`src/rtl/bram_stream_reader.sv`:
```
// Read-side client for the simple dual-port block RAM: issues a burst of reads and
// re-times the one-cycle RAM latency through a 2-entry buffer into a valid/ready stream.
module bram_stream_reader #(
  parameter int ADDR_WIDTH = 15,
  parameter int DATA_WIDTH = 28
) (
  input  logic                  clk,
  input  logic                  rst_n,
  input  logic                  start,
  input  logic [ADDR_WIDTH-1:0] base_addr,
  input  logic [ADDR_WIDTH:0]   length,
  output logic                  busy,
  output logic                  done,
  output logic                  rd_en,
  output logic [ADDR_WIDTH-1:0] rd_addr,
  input  logic [DATA_WIDTH-1:0] rd_data,
  output logic                  m_valid,
  input  logic                  m_ready,
  output logic [DATA_WIDTH-1:0] m_data,
  output logic                  m_last
);

  localparam int              CW      = ADDR_WIDTH + 1;
  localparam logic [CW-1:0]   CNT_ONE = {{ADDR_WIDTH{1'b0}}, 1'b1};

  typedef enum logic [0:0] {S_IDLE = 1'b0, S_RUN = 1'b1} state_t;

  state_t                r_state;
  state_t                w_state_nxt;
  logic [ADDR_WIDTH-1:0] r_base;
  logic [CW-1:0]         r_len;
  logic [CW-1:0]         r_issued;
  logic [CW-1:0]         r_sent;
  logic                  r_inflight;
  logic                  r_done;
  logic [DATA_WIDTH-1:0] r_mem [2];
  logic                  r_wr_ptr;
  logic                  r_rd_ptr;
  logic [1:0]            r_count;

  logic                  w_valid;
  logic                  w_pop;
  logic                  w_last_beat;
  logic                  w_accept;
  logic [2:0]            w_occ;
  logic                  w_rd_en;

  assign w_valid     = (r_count != 2'd0);
  assign w_pop       = w_valid & m_ready;
  assign w_last_beat = (r_sent == (r_len - CNT_ONE));
  assign w_accept    = (r_state == S_IDLE) & start;
  // Occupancy after this cycle: buffered words plus the read landing next cycle.
  assign w_occ       = {1'b0, r_count} + {2'b00, r_inflight} - {2'b00, w_pop};
  assign w_rd_en     = (r_state == S_RUN) && (r_issued < r_len) && (w_occ < 3'd2);

  always_ff @(posedge clk or negedge rst_n) begin
    if (!rst_n) begin
      r_state <= S_IDLE;
    end else begin
      r_state <= w_state_nxt;
    end
  end

  always_comb begin
    w_state_nxt = r_state;
    case (r_state)
      S_IDLE: begin
        if (start && (length != {CW{1'b0}})) w_state_nxt = S_RUN;
        else                                 w_state_nxt = S_IDLE;
      end
      S_RUN: begin
        if (w_pop && w_last_beat) w_state_nxt = S_IDLE;
        else                      w_state_nxt = S_RUN;
      end
      default: w_state_nxt = S_IDLE;
    endcase
  end

  always_comb begin
    busy    = (r_state == S_RUN);
    done    = r_done;
    rd_en   = w_rd_en;
    rd_addr = r_base + r_issued[ADDR_WIDTH-1:0];
    m_valid = w_valid;
    m_last  = w_valid & w_last_beat;
    if (w_valid) m_data = r_mem[r_rd_ptr];
    else         m_data = {DATA_WIDTH{1'b0}};
  end

  always_ff @(posedge clk or negedge rst_n) begin
    if (!rst_n) begin
      r_base     <= {ADDR_WIDTH{1'b0}};
      r_len      <= {CW{1'b0}};
      r_issued   <= {CW{1'b0}};
      r_sent     <= {CW{1'b0}};
      r_inflight <= 1'b0;
      r_done     <= 1'b0;
    end else begin
      r_inflight <= w_rd_en;
      r_done     <= (w_accept && (length == {CW{1'b0}})) ||
                    ((r_state == S_RUN) && w_pop && w_last_beat);
      if (w_accept) begin
        r_base   <= base_addr;
        r_len    <= length;
        r_issued <= {CW{1'b0}};
        r_sent   <= {CW{1'b0}};
      end else begin
        if (w_rd_en) r_issued <= r_issued + CNT_ONE;
        if (w_pop)   r_sent   <= r_sent + CNT_ONE;
      end
    end
  end

  // Two-entry FIFO absorbing the RAM read latency; the issue rule prevents overflow.
  always_ff @(posedge clk or negedge rst_n) begin
    if (!rst_n) begin
      r_mem[0] <= {DATA_WIDTH{1'b0}};
      r_mem[1] <= {DATA_WIDTH{1'b0}};
      r_wr_ptr <= 1'b0;
      r_rd_ptr <= 1'b0;
      r_count  <= 2'd0;
    end else begin
      if (r_inflight) begin
        r_mem[r_wr_ptr] <= rd_data;
        r_wr_ptr        <= ~r_wr_ptr;
      end
      if (w_pop) r_rd_ptr <= ~r_rd_ptr;
      r_count <= r_count + {1'b0, r_inflight} - {1'b0, w_pop};
    end
  end

endmodule

```
`config.mk`:
```
export PLATFORM = sky130hd
export DESIGN_NAME = bram_stream_reader
export DESIGN_NICKNAME = d
export VERILOG_FILES = /design/src/rtl/bram_stream_reader.sv
export SDC_FILE = /design/constraint.sdc
export NUM_CORES = 1
export LEC_CHECK = 0
export ABC_AREA = 1
export CAP_MARGIN = 0
export CORE_MARGIN = 3
export CORE_UTILIZATION = 35
export CTS_CLUSTER_DIAMETER = 80
export CTS_CLUSTER_SIZE = 12
export DETAILED_ROUTE_END_ITERATION = 10
export DONT_BUFFER_PORTS = 1
export GPL_TIMING_DRIVEN = 1
export SYNTH_ARGS = -nofsm -noshare
export SYNTH_HDL_FRONTEND = slang
export SYNTH_SLANG_ARGS = --single-unit
```
`constraint.sdc`:
```
create_clock -name clk -period 3.1 [get_ports clk]
set_clock_uncertainty 0.15 [all_clocks]
set_input_delay 0.155 -clock clk [delete_from_list [all_inputs] [get_ports clk]]
set_output_delay 0.155 -clock clk [all_outputs]
set_load 0.1 [all_outputs]
```
==> results.yml <==
detailed_routing:
  via_per_inst: 4.87
  route.antenna.remaining_nets: 0
  postRouteWirelength_um: 20100
  route.detailed.drc: 0
  dr.first_iter.drc_count: 442
  routed_wire_length_per_instance_um: 14.2
  dr.pass1.iters: 9
  vias: 6909
clocking:
  cts_inserted_buffers: 17
  clk_pin_slew_worst_paths_ns: 0.06
  cts.sinks: 126
  clock_tree.htree_level_count: 4
  clock_tree.buffer_depth: 2
  postCtsHoldBufs: 60
  insertion_delay_ns: 0.42
  cts_tree: "done"
  cts_root_buf: "clkbuf_16"
yosys:
  yosys.area_share.xor_xnor_pct: 4.95
  post_synth_mux_area_share_pct: 0
  yosysSeqAreaShare_pct: 41.4
  yosys_warnings: 0
  synth_cells: 1024
  ys_seq_elements: 126
  netlist-cell-type-count: 41
  post_synth_instance_area_um2: 7610
  synth_fa_ha_area_share_pct: 6.12
  syn_avg_cell_area_um2: 7.43
  combinational_family_with_the_most_area_after_synthesis: "simple AND/OR/NAND/NOR gates"
  net_count_after_synthesis: 1123
  synth_simple_gate_area_share_pct: 28.8
  synth_compound_area_share_pct: 11.4
worst_setup_path:
  crit_chain: "nor2_4 > clkinvlp_4 > nand2_4 > inv_6 > ha_4 > inv_2 > ha_4 > inv_2 > fa_2 > inv_2 > nor2_4 > nand4_4 > clkinvlp_4 > buf_12"
  timing.critical_path.slowest_cell_delay_ns: 0.52
  data_arrival_critical_path_ns: 2.70
  criticalPathCategory: "reg -> out"
  cp_common_cell: "inv_2"
  critPathSlowestCell: "fa_2"
  cp.buffers_inverters: 7
  cp_data_required_time_ns: 2.79
  critical_path.top_delay_family: "adder cells"
  critPathMaxFanout: 7
  setup.worst_path.end_class: "primary output"
  critPathLaunchType: "flop"
status:
  failed_checks: "negative hold slack"
  status: "complete, but fails checks"
layout:
  fillers: 2116
  final_core_utilization_pct: 46.3
  layout-drive-gt1-share_pct: 16.6
  nets: 1231
  area.growth.synth_to_final_pct: 29.1
  num_antenna_cells: 0
sta:
  worst-slew-pin-transition_ns: 0.914
  relSlewSlack_pct: 39.1
  final.hold.worst_slack_ns: -0.727
  max_clock_freq_mhz: 333
  final_max_slew_viol_count: 0
  layout_worst_path_cycle_share_pct: 97.0
  hold_viol: 126
  fin_setup_tns_ns: 0
  layout_min_cycle_time_ns: 3.01
  grt_setup_unrepaired: "yes"
  setup_violations: 0
place:
  buffer_ports.inserted: 0
  place_hpwl_um: 14000
  finalWeightedCongestion: 0.893
global_route:
  first_global_vias: 6643
  grt_antenna_before_repair: 0
  grt-ovfl-total: 0
  grt_usage_pct: 17.4
  global_route_wire_length_before_repair_um: 33600
  grt_start_max_net_pins: 127
die:
  die-width_um: 153
  die_area_um2: 23500
  effective_utilization_at_floorplan_pct: 35.9
  design.core.area_um2: 21200
  floorplan.die.height_um: 153
  num_io_pins: 111
  placement_rows: 53
job:
  timing.max_cap.violations: 0
min_path:
  timing.hold.worst.class: "in -> async"
[worst register-to-register path: stages (launching register included)]
cell and delay [ns]:
dfrtp_2 0.42, nor2_4 0.14, clkinvlp_4 0.12, nand2_4 0.09, inv_6 0.05, ha_4 0.20
inv_2 0.06, ha_4 0.11, inv_2 0.03, fa_2 0.52, inv_2 0.05, nor2_4 0.11
nand4_4 0.09, buf_4 0.23, nand2_4 0.17, nand2_1 0.08, nand2_1 0.07
[sequential cells by signal, summed over array words and instances, names as in the netlist]
name and flops:
r_issued 16, done 1, r_wr_ptr 1, r_inflight 1, busy 1, r_count 2, r_rd_ptr 1, r_len 16
r_mem 56, r_base 15, r_sent 16
[placed cells by master (no fill, tap or decap), types with 6 or more instances in the layout]
cell	netlist	routed
nand2_1	327	327
dfrtp_1	126	123
o21ai_0	97	95
inv_1	99	93
nor2_1	72	69
dlygate4sd3_1	0	60
buf_4	0	58
nand3_1	47	47
a21oi_1	60	32
ha_1	34	31
a21oi_2	0	28
xor2_1	33	21
clkbuf_16	0	17
nor3_1	14	14
xor2_2	0	12
nor2_2	9	9
inv_2	6	9
nand4_1	8	8
xnor2_1	10	8
nor2_4	3	6
buf_12	0	6
[repair_timing]
| action | 4_1_cts | 5_1_grt |
|---|---|---|
| gates resized for setup | 2 | 6 |
| cloned | 0 | 0 |
| buffers inserted | 2 | 5 |
| pin swaps | 1 | 4 |
| hold endpoints to repair | 219 | 126 |
| setup endpoints to repair | 4 | 7 |
[through the flow]
stage / hold slack, ns / cells / area, µm² / setup WS (ns)
3_3_place_gp: -0.288 / 1321 / 8590 / 0.283
3_5_place_dp: -0.288 / 1321 / 8590 / 0.214
2_1_floorplan: -0.291 / 1024 / 7750 / -0.409
4_1_cts: -0.752 / 1415 / 9780 / 0.0273
5_1_grt: -0.754 / 1420 / 9820 / -0.0256
6_report: -0.727 / 1420 / 9820 / 0.0936
[kinds of logic (layout without fill, tap and decap cells)]
family          count (synthesis)  in the layout
flops                         126            126
compound gates                169            169
fa+ha+maj                      36             36
xor+xnor                       43             43
buf+inv                       142            263
simple gates                  508            508
[cells in the mapped netlist, drive strengths merged]
| cell type | n | area (µm²) |
|---|---|---|
| a211oi | 3 | 22.5 |
| a21boi | 1 | 7.51 |
| a21o | 2 | 15.0 |
| a21oi | 60 | 300 |
| and2 | 1 | 6.26 |
| buf | 11 | 61.3 |
| clkbuf | 25 | 93.8 |
| clkinv | 1 | 3.75 |
| dfrtp | 126 | 3150 |
| fa | 2 | 40.0 |
| ha | 34 | 425 |
| inv | 105 | 394 |
| nand2 | 332 | 1260 |
| nand3 | 49 | 263 |
| nand3b | 4 | 30.0 |
| nand4 | 9 | 71.3 |
| nor2 | 85 | 380 |
| nor3 | 18 | 110 |
| nor4 | 5 | 31.3 |
| o21ai | 101 | 509 |
| o31ai | 2 | 15.0 |
| or2 | 2 | 12.5 |
| or3 | 3 | 23.8 |
| xnor2 | 10 | 87.6 |
| xor2 | 33 | 289 |
[routing by layer]
metal  GRT usage [%]  part of all wire, %
met1            24.0                   47
met2            28.5                   47
met5               0                    0
met3            3.31                  4.2
met4            4.37                  1.2
[path summary, 6_finish.rpt]
check                           start      endpoint  slack (ns)  cells past startpoint
max in group asynchronous       rst_n    r_count[1]        3.33                      0
max                        r_count[1]         rd_en        0.09                     14
max reg2reg                r_count[1]  r_issued[13]        0.37                     16
min reg2reg                r_base[12]    r_base[12]        0.33                      2
min in group clk                start     r_sent[0]        0.02                      5
min                             rst_n     r_mem[11]       -0.73                      0
[area by class of cell]
type,count,area [µm²],area share [%]
clock buffer,17,425,4.33
inverter,106,410,4.18
multi-input combinational,756,4180,42.5
timing repair buffer,125,1170,11.9
tap,275,344,3.50
sequential,126,3160,32.1
clock inverter,15,145,1.48
Power is left out: the tool's default activity adds up to more than one toggle a clock period on the data nets, which glitch-free logic cannot reach.
